**config.mk**
```make
export PLATFORM = sky130hd
export DESIGN_NAME = rgb_byte_unpacker
export DESIGN_NICKNAME = d
export VERILOG_FILES = /design/src/rtl/rgb_pkg.sv /design/src/rtl/rgb_out_stage.sv /design/src/rtl/rgb_byte_unpacker.sv
export SDC_FILE = /design/constraint.sdc
export NUM_CORES = 1
export LEC_CHECK = 0
export CORE_AREA = 2 2 73 75
export DETAILED_ROUTE_END_ITERATION = 16
export DIE_AREA = 0 0 75 77
export PLACE_DENSITY = 0.8
export SYNTH_ARGS = -nofsm -noshare
export SYNTH_HDL_FRONTEND = slang
export SYNTH_SLANG_ARGS = --single-unit
```
**constraint.sdc**
```tcl
create_clock -name clk -period 1.9 [get_ports clk]
set_input_delay 0.285 -clock clk [delete_from_list [all_inputs] [get_ports clk]]
set_output_delay 0.285 -clock clk [all_outputs]
set_load 0.05 [all_outputs]
```
**src/rtl/rgb_pkg.sv**
```systemverilog
// Shared types for the RGB byte link receive path: pixel struct and
// channel-phase state encoding.
package rgb_pkg;

    localparam int RGB_CH_W = 8;

    typedef struct packed {
        logic [RGB_CH_W-1:0] b;
        logic [RGB_CH_W-1:0] g;
        logic [RGB_CH_W-1:0] r;
    } rgb_t;

    typedef enum logic [1:0] {
        EXP_R = 2'd0,
        EXP_G = 2'd1,
        EXP_B = 2'd2
    } unpack_state_e;

endpackage

```
**src/rtl/rgb_out_stage.sv**
```systemverilog
// Single-entry valid/ready pixel register; a new pixel may be loaded in the
// same cycle the current one is consumed.
module rgb_out_stage
    import rgb_pkg::*;
#(
    parameter type PIX_T = rgb_t
) (
    input  logic clk,
    input  logic reset,
    input  logic load,
    input  PIX_T load_pix,
    input  logic load_sof,
    output PIX_T out_pix,
    output logic out_sof,
    output logic out_valid,
    input  logic out_ready,
    output logic slot_free
);

    PIX_T pix_r;
    logic sof_r;
    logic valid_r;

    // Pixel slot: load wins over consume, data frozen until the next load.
    always_ff @(posedge clk) begin
        if (reset) begin
            pix_r   <= '0;
            sof_r   <= 1'b0;
            valid_r <= 1'b0;
        end else if (load) begin
            pix_r   <= load_pix;
            sof_r   <= load_sof;
            valid_r <= 1'b1;
        end else if (out_ready) begin
            valid_r <= 1'b0;
        end else begin
            valid_r <= valid_r;
        end
    end

    assign slot_free = !valid_r || out_ready;
    assign out_pix   = pix_r;
    assign out_sof   = sof_r;
    assign out_valid = valid_r;

endmodule

```
**src/rtl/rgb_byte_unpacker.sv**
```systemverilog
// Rebuilds R,G,B byte triplets into registered pixels, realigning channel
// phase on start-of-frame and counting pixels since the last frame start.
module rgb_byte_unpacker
    import rgb_pkg::*;
#(
    parameter int CH_W       = RGB_CH_W,
    parameter int CNT_W      = 16,
    parameter bit RESYNC_SOF = 1'b1
) (
    input  logic             clk,
    input  logic             reset,
    input  logic [CH_W-1:0]  in_data,
    input  logic             in_valid,
    input  logic             in_sof,
    output logic             in_ready,
    output logic [CH_W-1:0]  out_r,
    output logic [CH_W-1:0]  out_g,
    output logic [CH_W-1:0]  out_b,
    output logic             out_sof,
    output logic             out_valid,
    input  logic             out_ready,
    output logic             sync_err,
    output logic [CNT_W-1:0] pixel_count
);

    typedef struct packed {
        logic [CH_W-1:0] b;
        logic [CH_W-1:0] g;
        logic [CH_W-1:0] r;
    } pix_t;

    localparam logic [1:0] ST_EXP_R = EXP_R;
    localparam logic [1:0] ST_EXP_G = EXP_G;
    localparam logic [1:0] ST_EXP_B = EXP_B;

    logic [1:0]       state_r;
    logic [1:0]       state_nx_s;
    logic [CH_W-1:0]  hold_r_r;
    logic [CH_W-1:0]  hold_g_r;
    logic             hold_sof_r;
    logic             sync_err_r;
    logic [CNT_W-1:0] count_r;

    logic in_fire_s;
    logic resync_s;
    logic take_r_s;
    logic b_fire_s;
    logic out_fire_s;
    logic slot_free_s;
    pix_t load_pix_s;
    pix_t out_pix_s;

    // Only the B byte needs the output slot, so R and G are never stalled.
    assign in_ready   = !reset && ((state_r != ST_EXP_B) || slot_free_s);
    assign in_fire_s  = in_valid && in_ready;
    assign resync_s   = RESYNC_SOF && in_fire_s && in_sof && (state_r != ST_EXP_R);
    assign take_r_s   = in_fire_s && ((state_r == ST_EXP_R) || resync_s);
    assign b_fire_s   = in_fire_s && (state_r == ST_EXP_B) && !resync_s;
    assign out_fire_s = out_valid && out_ready;

    assign load_pix_s.r = hold_r_r;
    assign load_pix_s.g = hold_g_r;
    assign load_pix_s.b = in_data;

    // Channel-phase sequencing; a resync byte restarts the pixel as its R.
    always_comb begin
        state_nx_s = state_r;
        if (resync_s) begin
            state_nx_s = ST_EXP_G;
        end else if (in_fire_s) begin
            case (state_r)
                ST_EXP_R: state_nx_s = ST_EXP_G;
                ST_EXP_G: state_nx_s = ST_EXP_B;
                ST_EXP_B: state_nx_s = ST_EXP_R;
                default:  state_nx_s = ST_EXP_R;
            endcase
        end else begin
            state_nx_s = state_r;
        end
    end

    // Phase register and the R/G hold registers with the latched sof flag.
    always_ff @(posedge clk) begin
        if (reset) begin
            state_r    <= ST_EXP_R;
            hold_r_r   <= '0;
            hold_g_r   <= '0;
            hold_sof_r <= 1'b0;
        end else begin
            state_r <= state_nx_s;
            if (take_r_s) begin
                hold_r_r   <= in_data;
                hold_sof_r <= in_sof;
            end else if (in_fire_s && (state_r == ST_EXP_G)) begin
                hold_g_r <= in_data;
            end
        end
    end

    // Discard pulse and frame-relative pixel counter.
    always_ff @(posedge clk) begin
        if (reset) begin
            sync_err_r <= 1'b0;
            count_r    <= '0;
        end else begin
            sync_err_r <= resync_s;
            if (out_fire_s) begin
                count_r <= out_sof ? CNT_W'(1) : count_r + CNT_W'(1);
            end
        end
    end

    rgb_out_stage #(
        .PIX_T (pix_t)
    ) u_out_stage (
        .clk       (clk),
        .reset     (reset),
        .load      (b_fire_s),
        .load_pix  (load_pix_s),
        .load_sof  (hold_sof_r),
        .out_pix   (out_pix_s),
        .out_sof   (out_sof),
        .out_valid (out_valid),
        .out_ready (out_ready),
        .slot_free (slot_free_s)
    );

    assign out_r       = out_pix_s.r;
    assign out_g       = out_pix_s.g;
    assign out_b       = out_pix_s.b;
    assign sync_err    = sync_err_r;
    assign pixel_count = count_r;

endmodule
```
==> flow_summary.toml, run 1 <==
[finish]
fin_area_sq_mm = 0.00331
synthToLayoutAreaGrowth_pct = 38.4
drive_gt1_share_pct = 9.73
n_antenna_cell = 0
nets = 348
fill_cells = 408
finalNonFillerCells = 409

[pwr]
power_density_mw_per_mm2 = 848
ir_drop_mv = 0.574
p_leak_uw = 0.00127

[sta]
layout_min_cycle_time_ps = 1850
final-max-slew-violation-count = 0
rsz0062_at_grt = "no"
max_slew_margin_pct = 64.9
finalClockSkew_ps = 4.82
worst_pin_slew_ps = 524
finalSetupViolations = 0
tns_ps = 0
max_freq_mhz = 541
min_period_over_period_pct = 97.3
hold_viol_final = 0

[logic_synthesis]
ys_warn_count = 0
synth_seq_cells = 62
synth_xor_area_share_pct = 4.03
synthMuxAreaShare_pct = 6.70
syn_area_per_cell_sq_um = 8.79
synth_nets = 286
synth_edf_count = 0
synth_flop_cell = "dfxtp_1"
synthArstFlopShare_pct = 0
syn_inst = 272
synth_top_family_by_area = "simple AND/OR/NAND/NOR gates"
yosys-top-cells-area = "dfxtp_1, nand2_1, a21oi_1"
synthAdderAreaFrac_pct = 0.523
ys_seq_area_share_pct = 51.9
yosys.area_share.simple_pct = 24.4
synth_top_area_cell = "dfxtp_1"
synth_compound_area_share_pct = 8.90
synth_cell_types = 33
synth_top_area_share_pct = 51.9
synth_area_sq_mm = 0.00239

[floorplan]
die_w_um = 75
io_pins = 57
die_h_um = 77
core-area_sq_mm = 0.00498
initial_core_util_pct = 48.0
std_cell_rows = 26
die_area_sq_mm = 0.00578

[grt]
grt_pass1_vias = 1983
grt_max_degree = 46
grt-ovfl-total = 0
grt_usage_pct = 19.5
grt_pass1_wl_um = 8790
antenna_found_initial = 0

[worst_setup_path]
setup.worst_path.end_class = "output port"
slowest_stage = "clkdlybuf4s50_1"
cp_top_family = "buffers and inverters"
path_class = "reg2out"
worst_ep_required_time_ps = 1620
max_stage_delay_ps = 830
crit_arrival_ps = 1560
critPathBufInv = 1
crit_path_max_fanout = 5
cp-start-kind = "register"
path_cells = "clkdlybuf4s50_1"

[status]
status = "completed"

[cts]
clkTransAtPathRegs_ps = 70
h-tree-depth = 3
insertion_delay_ps = 330
clock_sinks = 62
hold_buffers = 0
cts_tree = "done"
cts_root_buf = "clkbuf_8"
cts_made_buffers = 9
clockBufferDepth = 2

[drt]
top_layer = "met4"
antenna_left = 0
drt_iter0_drc = 96
avgViaCountPerCell = 5.11
wire_per_inst_um = 12.5
firstDrtPassIters = 4
drc = 0
met1Wirelength_um = 2240
num_vias = 2092
wl_um = 5120
routed-wl-met2_um = 2590
dr_wl_met3_um = 257

[placement]
hpwl_um = 3620
place_inst = 393
numPortBuffers = 56
place_area_sq_mm = 0.00307
gp_congestion = 0.909

[hold_path]
hold_class = "in2reg"

[run]
max_cap_viol_count = 0
## cell usage after synthesis (all sizes together), types with 6 or more instances
library cell   n
a21oi         34
buf            8
clkbuf         7
dfxtp         62
mux2i         16
nand2         58
nand3          6
nor2          29
nor3           6
xnor2          8
## cells by family after synthesis
group | count (synthesis)
AOI/OAI and AO/OA | 40
DFF | 62
xor gates and xnor gates | 11
muxes | 16
and+or+nand+nor | 123
adders and majority gates | 1
buffers and inverters | 19
## report_power, final
part           total, uW  internal, uW  switching (uW)
Combinational        114          53.8            60.5
Clock               1370           869             500
Sequential          1320          1310            8.49
## through the flow
stage               hold slack (ps)  power [uW]  util (%)  setup WS, ps
floorplan                       421        1410         -          53.6
global placement                439        1460      61.7         -25.1
detailed placement              445        1460      61.7         -53.3
CTS                             214        2840      66.4          1.57
global route                    226        2890      66.5          15.4
finish                          223        2800      66.5          52.0
## cells in the final DEF (no fill, tap or decap), drive strengths merged, types with 3 or more instances in the layout
cell,synthesis,routed
nor2,29,29
dlygate4sd2,0,4
nor3,6,6
clkbuf,7,10
clkdlybuf4s50,0,46
inv,4,4
nand4,4,4
nor4,4,4
bufinv,0,3
buf,8,14
dfxtp,62,62
nand2,58,58
or3,4,4
nand3,6,6
a21oi,34,34
xor2,3,3
mux2i,16,16
xnor2,8,8
## layout make-up
type	instances	area (sq um)	share of cell area [%]
clock buffer	10	128	3.86
tap	70	87.6	2.65
multi-input combinational	191	1060	32.2
timing repair buffer	66	661	20.0
sequential	62	1240	37.6
clock inverter	6	110	3.33
inverter	4	15.0	0.454
## state kept, by name, indices dropped and copies added, names as in the netlist
signal	count
hold_g_r	8
hold_r_r	8
hold_sof_r	1
pixel_count	16
state_r	2
sync_err	1
u_out_stage.out_pix	24
u_out_stage.out_sof	1
u_out_stage.out_valid	1
## final timing paths
| check | startpoint | endpoint | slack, ps | cells past startpoint |
|---|---|---|---|---|
| max | pixel_count[0] | pixel_count[0] | 50 | 1 |
| min reg2reg | hold_r_r[7] | u_out_stage.out_pix[7] | 450 | 2 |
| max reg2reg | pixel_count[4] | pixel_count[15] | 310 | 4 |
| min | reset | pixel_count[0] | 220 | 2 |
## metal layers
| metal | track usage (%) | vias to the layer above |
|---|---|---|
| li1 | - | 1039 |
| met1 | 23.7 | 992 |
| met2 | 31.5 | 54 |
| met3 | 4.99 | 7 |
| met4 | 9.11 | 0 |
| met5 | 0 | - |
## repair_timing
action / 4_1_cts / 5_1_grt
cloned: 0 / 0
gates resized for setup: 4 / 2
buffers inserted: 0 / 0
hold endpoints to repair: 0 / 0
setup endpoints to repair: 4 / 2
Note: power is estimated with default switching activity, not from simulation.
==> run 2, diff against run 1 <==
- CAP_MARGIN: unset -> 10
==> results of run 2 <==
Same layout as run 1: the final DEF is identical, and so are final timing and power.
==> run 3, diff against run 2 <==
- ABC_CLOCK_PERIOD_IN_PS: unset -> 1900
==> results of run 3 <==
Same layout as run 1: the final DEF is identical, and so are final timing and power.
